<file path="src/rtl/crc_frame_ctrl_if.sv">
// crc_frame_ctrl_if
//   Groups the word-stream and result handshakes of crc_frame_ctrl.
//   s_valid/s_ready/s_data/s_last : byte stream into the CRC sequencer
//   m_valid/m_ready/m_crc/m_ok    : frame result out of the sequencer
//   modport slave  : the CRC sequencer's view
//   modport master : the environment's view (word source + result sink)
interface crc_frame_ctrl_if #(
  parameter int WIDTH  = 16,
  parameter int DATA_W = 8
);
  logic              s_valid;
  logic              s_ready;
  logic [DATA_W-1:0] s_data;
  logic              s_last;
  logic              m_valid;
  logic              m_ready;
  logic [WIDTH-1:0]  m_crc;
  logic              m_ok;

  modport master (
    output s_valid, s_data, s_last, m_ready,
    input  s_ready, m_valid, m_crc, m_ok
  );

  modport slave (
    input  s_valid, s_data, s_last, m_ready,
    output s_ready, m_valid, m_crc, m_ok
  );
endinterface

</file>
<file path="src/rtl/crc_frame_ctrl.sv">
// crc_frame_ctrl
//   Frame-level sequencer around a bit-serial Galois CRC register. Each
//   accepted word is shifted MSB-first into the CRC, one bit per clock. When
//   the word flagged last has been shifted, the frame CRC and a residue match
//   are held on the result handshake until consumed.
// Ports
//   clk   : clock, rising edge
//   rst   : asynchronous, active-high reset
//   bus   : crc_frame_ctrl_if.slave (word stream in, result out)
//   busy  : frame in progress or result pending
//
// state | meaning
// IDLE  | ready for the next word (s_ready=1)
// SHIFT | serialising the latched word into the CRC, DATA_W cycles
// DONE  | frame result presented, waiting for m_ready
module crc_frame_ctrl #(
  parameter int               WIDTH   = 16,
  parameter logic [WIDTH-1:0] POLY    = 16'h8005,
  parameter logic [WIDTH-1:0] INIT    = '0,
  parameter logic [WIDTH-1:0] RESIDUE = '0,
  parameter int               DATA_W  = 8
) (
  input  logic                clk,
  input  logic                rst,
  crc_frame_ctrl_if.slave     bus,
  output logic                busy
);

  localparam int CNT_W = (DATA_W > 1) ? $clog2(DATA_W) : 1;
  localparam logic [CNT_W-1:0] CNT_LOAD = CNT_W'(DATA_W - 1);

  typedef enum logic [1:0] {
    IDLE  = 2'd0,
    SHIFT = 2'd1,
    DONE  = 2'd2
  } state_t;

  state_t            state, state_nxt;
  logic [WIDTH-1:0]  crc;
  logic [DATA_W-1:0] shreg;
  logic              last_q;
  logic              frame_open;
  logic [CNT_W-1:0]  cnt;

  logic              accept;
  logic              release_res;
  logic              cnt_tc;
  logic              fb;
  logic [WIDTH-1:0]  crc_nxt;

  // State register
  always_ff @(posedge clk or posedge rst) begin
    if (rst) state <= IDLE;
    else     state <= state_nxt;
  end

  // Next-state logic; the bit counter runs down and the word ends at zero
  assign cnt_tc = (cnt == '0);

  always_comb begin
    state_nxt = state;
    case (state)
      IDLE:    if (bus.s_valid) state_nxt = SHIFT;
      SHIFT:   if (cnt_tc) state_nxt = last_q ? DONE : IDLE;
      DONE:    if (bus.m_ready) state_nxt = IDLE;
      default: state_nxt = IDLE;
    endcase
  end

  // Output logic
  always_comb begin
    bus.s_ready = (state == IDLE);
    bus.m_valid = (state == DONE);
    bus.m_crc   = crc;
    bus.m_ok    = (state == DONE) && (crc == RESIDUE);
    busy        = frame_open || (state != IDLE);
  end

  assign accept      = (state == IDLE) && bus.s_valid;
  assign release_res = (state == DONE) && bus.m_ready;

  // Galois step: incoming bit combined with the register MSB selects feedback
  assign fb      = shreg[DATA_W-1] ^ crc[WIDTH-1];
  assign crc_nxt = {crc[WIDTH-2:0], 1'b0} ^ (fb ? POLY : '0);

  // Datapath
  always_ff @(posedge clk or posedge rst) begin
    if (rst) begin
      crc        <= INIT;
      shreg      <= '0;
      last_q     <= 1'b0;
      frame_open <= 1'b0;
      cnt        <= '0;
    end else begin
      if (accept) begin
        shreg      <= bus.s_data;
        last_q     <= bus.s_last;
        cnt        <= CNT_LOAD;
        frame_open <= 1'b1;
      end
      if (state == SHIFT) begin
        shreg <= shreg << 1;
        crc   <= crc_nxt;
        if (!cnt_tc) cnt <= cnt - 1'b1;
      end
      if (release_res) begin
        crc        <= INIT;
        frame_open <= 1'b0;
      end
    end
  end

endmodule

</file>
<file path="src/flat_wrapper.sv">
// flat-port wrapper written by rule: the top's interface ports become plain ports
module crc_frame_ctrl_flat 
#(
  parameter int               WIDTH   = 16,
  parameter logic [WIDTH-1:0] POLY    = 16'h8005,
  parameter logic [WIDTH-1:0] INIT    = '0,
  parameter logic [WIDTH-1:0] RESIDUE = '0,
  parameter int               DATA_W  = 8
)
  (clk, rst, busy, bus_s_valid, bus_s_data, bus_s_last, bus_m_ready, bus_s_ready, bus_m_valid, bus_m_crc, bus_m_ok);
  crc_frame_ctrl_if #(.WIDTH(WIDTH), .DATA_W(DATA_W)) bus_i ();
  input  logic clk;
  input  logic rst;
  output logic busy;
  input wire logic [$bits(bus_i.s_valid)-1:0] bus_s_valid;
  input wire logic [$bits(bus_i.s_data)-1:0] bus_s_data;
  input wire logic [$bits(bus_i.s_last)-1:0] bus_s_last;
  input wire logic [$bits(bus_i.m_ready)-1:0] bus_m_ready;
  output wire logic [$bits(bus_i.s_ready)-1:0] bus_s_ready;
  output wire logic [$bits(bus_i.m_valid)-1:0] bus_m_valid;
  output wire logic [$bits(bus_i.m_crc)-1:0] bus_m_crc;
  output wire logic [$bits(bus_i.m_ok)-1:0] bus_m_ok;
  assign bus_i.s_valid = bus_s_valid;
  assign bus_i.s_data = bus_s_data;
  assign bus_i.s_last = bus_s_last;
  assign bus_i.m_ready = bus_m_ready;
  assign bus_s_ready = bus_i.s_ready;
  assign bus_m_valid = bus_i.m_valid;
  assign bus_m_crc = bus_i.m_crc;
  assign bus_m_ok = bus_i.m_ok;
  crc_frame_ctrl #(.WIDTH(WIDTH), .POLY(POLY), .INIT(INIT), .RESIDUE(RESIDUE), .DATA_W(DATA_W)) u_core (.clk(clk), .rst(rst), .bus(bus_i), .busy(busy));
endmodule
</file>
<file path="config.mk">
export PLATFORM = sky130hd
export DESIGN_NAME = crc_frame_ctrl_flat
export DESIGN_NICKNAME = d
export VERILOG_FILES = /design/src/rtl/crc_frame_ctrl_if.sv /design/src/rtl/crc_frame_ctrl.sv /design/src/flat_wrapper.sv
export SDC_FILE = /design/constraint.sdc
export NUM_CORES = 1
export LEC_CHECK = 0
export CAP_MARGIN = 10
export CELL_PAD_IN_SITES_DETAIL_PLACEMENT = 2
export CELL_PAD_IN_SITES_GLOBAL_PLACEMENT = 2
export CORE_MARGIN = 10
export CORE_UTILIZATION = 31
export CTS_CLUSTER_DIAMETER = 200
export DETAILED_ROUTE_END_ITERATION = 8
export PLACE_DENSITY_LB_ADDON = 0.08
export REMOVE_ABC_BUFFERS = 1
export SLEW_MARGIN = 40
export SYNTH_ARGS = -nofsm -noshare
export SYNTH_HDL_FRONTEND = slang
export SYNTH_SLANG_ARGS = --single-unit
</file>
<file path="constraint.sdc">
create_clock -name clk -period 1.7 [get_ports clk]
set_clock_uncertainty 0.1 [all_clocks]
set_input_delay 0.425 -clock clk [delete_from_list [all_inputs] [get_ports clk]]
set_output_delay 0.425 -clock clk [all_outputs]
set_load 0.1 [all_outputs]
</file>
After elaboration in Yosys (flattened, before gate mapping)
Index checks and enable logic that the tools add are counted.

Add/sub/neg operators: 1. Bitwise logic cells: 2. Div/mod/pow operators: 0. Multiplexer cells: 15. Equal/unequal tests: 5. Reduce and logical (&&, ||, !) cells: 12. Shift-type cells: 0. $lt $le $gt $ge: 0. Multiply operators: 0.

Operator list (count): 16-bit two-way mux (3); 16-bit zero test (1); 8-bit two-way mux (2); 16-bit XOR (1); 3-bit two-way mux (3); 2-bit two-way mux (4); 2-bit nonzero test (4); 2-bit one-hot mux with 3 select lines (1); 2-bit inequality test, second input constant (2); 1-bit logical AND (3); 3-bit zero test (1); 3-bit AND reduction (1); 3-bit by 1-bit subtractor with 3-bit output, second input constant (1); 2-bit by 1-bit == test with 1-bit output, second input constant (1); 2-bit == test, second input constant (1); 2-bit zero test (1); 1-bit two-way mux (2); 2-bit by 1-bit inequality test with 1-bit output, second input constant (1); 1-bit logical OR (1); 1-bit XOR (1).

Input bits: 13. Latch bits: 0. Memories: 0. ROM bits: 0. Bits in writable memories: 0. Bits in registers: 31. Word-level logic and storage cells: 41. Output and inout port bits: 20.

Longest topological paths before layout
Word-level depth: 5. Gate-level depth with buffers: 6. Mapped depth without buffers: 5.

Least setup slack after synthesis
OpenSTA, ideal clock, no wires.

Kind: register -> output. Start point: register u_core.crc[2] (netlist: u_core.bus.m_crc[2]). End point: output bus_m_ok. Arrival: 3411 ps. Setup slack: -2236 ps. Stages on the path, launching flop included: 3. Cell sequence: dfrtp_1 > or4_1 > nor3_1.

Longest elaborated chain between the ends: 2.

Ends and longest elaborated chain: from (decl) (line crc_frame_ctrl.sv:39) `logic [WIDTH-1:0] crc;`; from (signal assigned) (line crc_frame_ctrl.sv:103) `crc <= crc_nxt;`; 16-bit zero test (line crc_frame_ctrl.sv:75) `bus.m_ok = (state == DONE) && (crc == RESIDUE);`; 1-bit logical AND (line crc_frame_ctrl.sv:75); to (decl) (line flat_wrapper.sv:22) `output wire logic [$bits(bus_i.m_ok)-1:0] bus_m_ok;`.

No other way between the ends.

Worst setup path in the final report
Same ends and word-level chain as after synthesis.

==> key figures <==
Global routing
  • Initial antenna violation count: 0
  • Global-route wire length before repair: 8887 um
  • Grt total ovfl: 0
  • Vias in the first global route: 1607
  • Largest net degree at the start of global routing: 32
  • Gr usage total: 0.1483

Floorplan
  • Die Y: slightly below 90 um
  • DIE WIDTH: 88.46 um
  • Core area: between 4000 and 5000 um^2
  • Die ar.: 7824 um^2
  • Placement row count: 24
  • Ports: 33
  • Initial Util: 0.3269

Setup path
  • FF-to-FF Start: u_core.state[0]$_DFFE_PP0P_
  • Critical path class: flop to output pin
  • CP peak stage delay: approximately 0.54 ns
  • Cell count along the critical path: 4
  • Worst setup path start: u_core.bus.m_crc[2]$_DFFE_PP0P_
  • Crit Path Max Fanout: 2
  • CP Capture Type: output pin
  • Crit path arrival time: around 1.7 ns
  • Crit-path slowest cell: or4_4
  • Worst-path cell chain: or4_4 -> nor3_2 -> buf_4 -> buf_12
  • Worst setup SP type: flop
  • WP buf/inv: 2
  • CP delay by family, top: simple AND/OR/NAND/NOR gates
  • R2R cell count: 8
  • Worst path required time: 1.17 ns

Route
  • Avg WL per Cell: roughly 23 um
  • Top layer in use: met4
  • WL met1: about 2400 um
  • Met3 WL post-DR: about 330 um
  • TritonRoute pass-1 iters: 4
  • Via count: roughly 1.4k
  • DRC: 0
  • Met2 Routed Length: 2857 um
  • Post-route ant nets: 0
  • DRT iter0 DRCs: 38
  • Total wire length: 5679 um
  • DR vias/cell: approximately 5.4

CTS
  • Clk slew on worst S/H paths: 0.07 ns
  • Clk sinks: 31
  • Clock Root Buffer: clkbuf_8
  • TritonCTS Buffers: 5
  • Worst-Skew Late Latency: ~0.29 ns
  • CTS tree: done
  • CTS max path bufs: 2
  • H-tree levels: 2

STA
  • Tmin final: roughly 2.2 ns
  • Worst relative slew slack: 0.8284
  • Fmax: around 0.45 GHz
  • Slew Viols, Final: 0
  • RSZ-0062 raised after global routing: yes
  • Worst Tran Pin Value: between 0.2 and 0.3 ns
  • Part of the cycle the worst path needs: 1.293
  • Setup violations, final: 3
  • Final hold violation count: 0
  • Setup ws final: -0.4985 ns

Yosys
  • Count leader, synth: dfrtp_1
  • EDFF count, synth: 0
  • Synth area leaders: dfrtp_1, a22o_1, a22oi_1, nor2b_1, o21ai_0
  • Synth Cell Area: about 1500 um^2
  • Avg Inst Size Synth: between 10 and 15 um^2
  • Sequential share of the synthesized area: 0.5340
  • Most common library cells after synthesis: dfrtp_1, a22o_1, nor2b_1
  • Ys Warns: 0
  • Unique masters post-synth: 32
  • Post-Syn Instances: about 130
  • Post-synth top area share: 0.5340
  • Top_reg_cell synth: dfrtp_1
  • Share of flip-flops with an asynchronous set or reset: 1.000
  • Largest area contributor in the netlist: dfrtp_1
  • Post-synthesis register bit count: 31

Placed design
  • Placed insts: approximately 240
  • GPL Wtd Cong: 0.7582
  • Port bufs: 32
  • Hpwl dp: between 3000 and 4000 um
  • Area after DPL: roughly 2200 um^2

Hold path
  • Hold Path Class: input port to async pin

Cells and area
  • Nets@finish: about 220
  • Fin cells: approximately 250
  • Finished Cell Area: 2442 um^2
  • Ant. Diodes: 0
  • Area delta synth->final: 68.13%
  • Layout cells sized above 1: 0.3900

Status
  • Status: finished with violations
  • Failing checks: negative setup slack

Job
  • Max cap viols: 0
-- final timing paths --
| check | to | slack, ns |
|---|---|---|
| min in group clk | u_core.shreg[0]$_DFFE_PP0P_ | 0.43 |
| min | u_core.bus.m_crc[0]$_DFFE_PP0P_ | 0.39 |
| max in group asynchronous | u_core.bus.m_crc[6]$_DFFE_PP0P_ | 0.92 |
| max reg2reg | u_core.bus.m_crc[15]$_DFFE_PP0P_ | 0.05 |
| max | bus_m_ok | -0.50 |
| min reg2reg | u_core.shreg[0]$_DFFE_PP0P_ | 0.43 |
-- worst register-to-register path: stages (launching register included) --
cell and delay, ns:
dfrtp_2 0.46, inv_2 0.10, nand2_4 0.06, buf_6 0.12, inv_4 0.05, buf_4 0.11
a21oi_4 0.05, buf_12 0.15, a211o_1 0.31
-- area by class of cell --
class | count | area [um^2]
clock buffers | 6 | 72.57
repair buffers | 70 | 838.3
well taps | 52 | 65.06
inverters | 7 | 28.78
fillers | 434 | 2002
flip-flops and latches | 31 | 778.2
multi-input cells | 86 | 659.4
-- cell families after synthesis --
kind of cell / count (synthesis) / share of synthesized area
AOI/OAI and AO/OA: 49 / 0.2386
DFF: 31 / 0.5340
and+or+nand+nor: 29 / 0.1189
buffers and inverters: 16 / 0.05168
xor gates and xnor gates: 3 / 0.01809
muxes: 3 / 0.02153
adders and majority gates: 2 / 0.01722
-- flip-flops by register name (all words and copies together), names as in the netlist --
signal / flops
u_core.frame_open: 1
u_core.cnt: 3
u_core.state: 2
u_core.last_q: 1
u_core.bus.m_crc: 16
u_core.shreg: 8
-- per-stage QoR --
step / hold slack, ns / setup TNS [ns] / util / setup WS (ns)
after detailed placement: 0.4114 / -1.335 / 0.5011 / -0.2054
after CTS: 0.3972 / -0.6876 / 0.5343 / -0.4658
after global placement: 0.3778 / -0.1972 / 0.5011 / -0.1500
after floorplan: 0.3631 / -14.63 / - / -2.236
final: 0.3856 / -0.8054 / 0.5496 / -0.4985
after global routing: 0.4142 / -0.9730 / 0.5496 / -0.5448
-- layout by cell type, fill, tap and decap left out, drive strengths merged --
master,count
a211o,1
a21oi,9
a22o,15
a22oi,9
a32o,1
and3,1
buf,58
clkbuf,6
clkdlybuf4s50,12
dfrtp,31
ha,2
inv,7
mux2,1
mux2i,2
nand2,2
nand2b,4
nand3,3
nor2,1
nor2b,10
nor3,2
nor4,3
o21ai,13
o21bai,1
or3,1
or4,2
xnor2,1
xor2,2
-- what timing repair did --
item / CTS / global route
buffers inserted: 5 / 3
hold buffers: 0 / 0
pin swaps: 1 / 1
endpoints found under the setup margin: 4 / 16
resized for setup: 10 / 6
-- routing by layer --
| layer | vias to the layer above | global-route usage |
|---|---|---|
| met1 | 693 | 0.1708 |
| met2 | 35 | 0.2498 |
| met5 | - | 0 |
| li1 | 616 | - |
| met4 | 0 | 0.04552 |
| met3 | 8 | 0.05607 |
Power is not shown: default switching activity piles up to over one toggle a cycle in this logic, so the estimate is an artifact.
==> patch: new RTL, config.mk and constraints unchanged <==
The 3 states of `state_t` get a one-hot encoding in 3 bits.
--- a/src/rtl/crc_frame_ctrl.sv
+++ b/src/rtl/crc_frame_ctrl.sv
@@ -31,6 +31,6 @@
 
-  typedef enum logic [1:0] {
-    IDLE  = 2'd0,
-    SHIFT = 2'd1,
-    DONE  = 2'd2
+  typedef enum logic [2:0] {
+    IDLE  = 3'b001,
+    SHIFT = 3'b010,
+    DONE  = 3'b100
   } state_t;
Function: same outputs for any inputs over 10 cycles, from zero or initial values and one cycle with rst high; not proved beyond that.
==> patch against the original RTL <==
The flow still finishes with violations (setup timing). Highest routed layer unchanged. Area after synthesis up 3.4%. Critical path type unchanged. Routed wire length up 18%. Cell area up 7.4%. Worst setup slack better by 96 ps. Core utilization up 0.57 points. Fmax up 4.5%. Sequential cell count up 1.
Power is not shown: default switching activity piles up to over one toggle a cycle in this logic, so the estimate is an artifact.
==> patch: results (changes against the original RTL) <==
status: "complete, but fails checks"
violations: "setup timing"
max_stage_delay_ps: 450  # -90 ps
grt_use_met1: 0.157  # -0.0138
viasPerCell: 5.11  # -4.7%
wire_per_inst_um: 24.0  # +6.6%
setup_slack_ps: -403  # +95.6 ps
grt.total_usage: 0.147  # -0.00111
post_cts_resized: 10  # unchanged
grt_start_max_net_pins: 33  # +3.1%
synthMuxAreaShare: 0.0208  # -0.000717
setup_violations: 20  # +17
hpwl_mm: 3.77  # about the same
grt_pass1_vias: 1598  # -0.56%
gp_congestion: 0.791  # +4.3%
largest_reg_flops: 16  # unchanged
netlist-cell-type-count: 33  # +3.1%
gr-usage-met3: 0.0415  # -0.0145
drive_gt1_frac: 0.408  # +0.0185
synth_compound_area_frac: 0.142  # -0.0962
synth_xor_area_frac: 0.0175  # -0.000602
post-cts-setup-buffers: 0  # -5
clockBufferDepth: 2  # unchanged
wl_met2_mm: 3.59  # +26%
wl_met3_um: 189  # -43%
pre_cts_slack_ps: -200  # +5.45 ps
grt_use_met2: 0.274  # +0.0246
ys_top_cells_by_count: "31 x dfrtp_1, 30 x nand2_1, 15 x a21oi_1, 10 x nand2b_1, 8 x nor2_1"
met1_length_mm: 2.77  # +15%
crit_slowest_cell: "dfrtp_1"
grt_pass1_wl_mm: 8.87  # -0.24%
yosys-top-cells-area: "dfrtp_1 52%, nand2_1 7.5%, o221a_1 5.2%, a21oi_1 5.0%, nand2b_1 4.2%"
ys_seq_area_frac: 0.534  # about the same
finalNetCount: 227  # +5.1%
dr.first_iter.drc_count: 64  # +68%
arrival_ps: 1580  # -90 ps
synthAdderAreaFrac: 0.0167  # -0.000574
maxSlewHeadroom: 0.743  # -0.0851
patch: changes by cell type after synthesis, moves of 4 or more:
cell,before,now
buf_2,3,7
a22oi_1,9,0
nand2b_1,4,10
clkbuf_1,4,0
o221a_1,0,7
nor2b_1,10,0
nand2_1,1,30
o21ai_0,9,0
a22o_1,15,1
a21oi_1,8,15
nor2_1,1,8
patch: final timing paths:
check	start	to	slack, ps	depth (start not counted)
max in group asynchronous	rst	u_core.state[0]	880	3
setup / recovery	u_core.bus.m_crc[0]	bus_m_ok	-400	4
setup reg to reg	u_core.state[1]	u_core.shreg[6]	-80	5
min in group clk	u_core.cnt[0]	u_core.cnt[0]	400	1
hold / removal	rst	u_core.bus.m_crc[6]	360	3
hold reg to reg	u_core.cnt[0]	u_core.cnt[0]	400	1
patch: cells by family (layout without fill, tap and decap cells):
group	count (synthesis)	after routing
AOI/OAI and AO/OA	30	30
and+or+nand+nor	64	64
DFF	32	32
adders and majority gates	2	2
buffers and inverters	15	79
muxes	3	3
xor gates and xnor gates	3	3
patch: final cells by class:
| type | count | area (um^2) |
|---|---|---|
| fillers | 443 | 2100 |
| multi-input cells | 102 | 771 |
| clock buffers | 6 | 82.6 |
| clock inverters | 2 | 10.0 |
| repair buffers | 65 | 851 |
| well taps | 67 | 83.8 |
| flip-flops and latches | 32 | 802 |
| inverters | 6 | 22.5 |
patch: metrics by stage:
step / utilization / area, um^2 / setup TNS (ps) / cells
final: 0.555 / 2620 / -1710 / 280
after global routing: 0.555 / 2620 / -4070 / 280
after CTS: 0.521 / 2460 / -889 / 278
after detailed placement: 0.491 / 2320 / -3640 / 270
after global placement: 0.491 / 2320 / -1960 / 270
after floorplan: - / 1450 / -18130 / 140
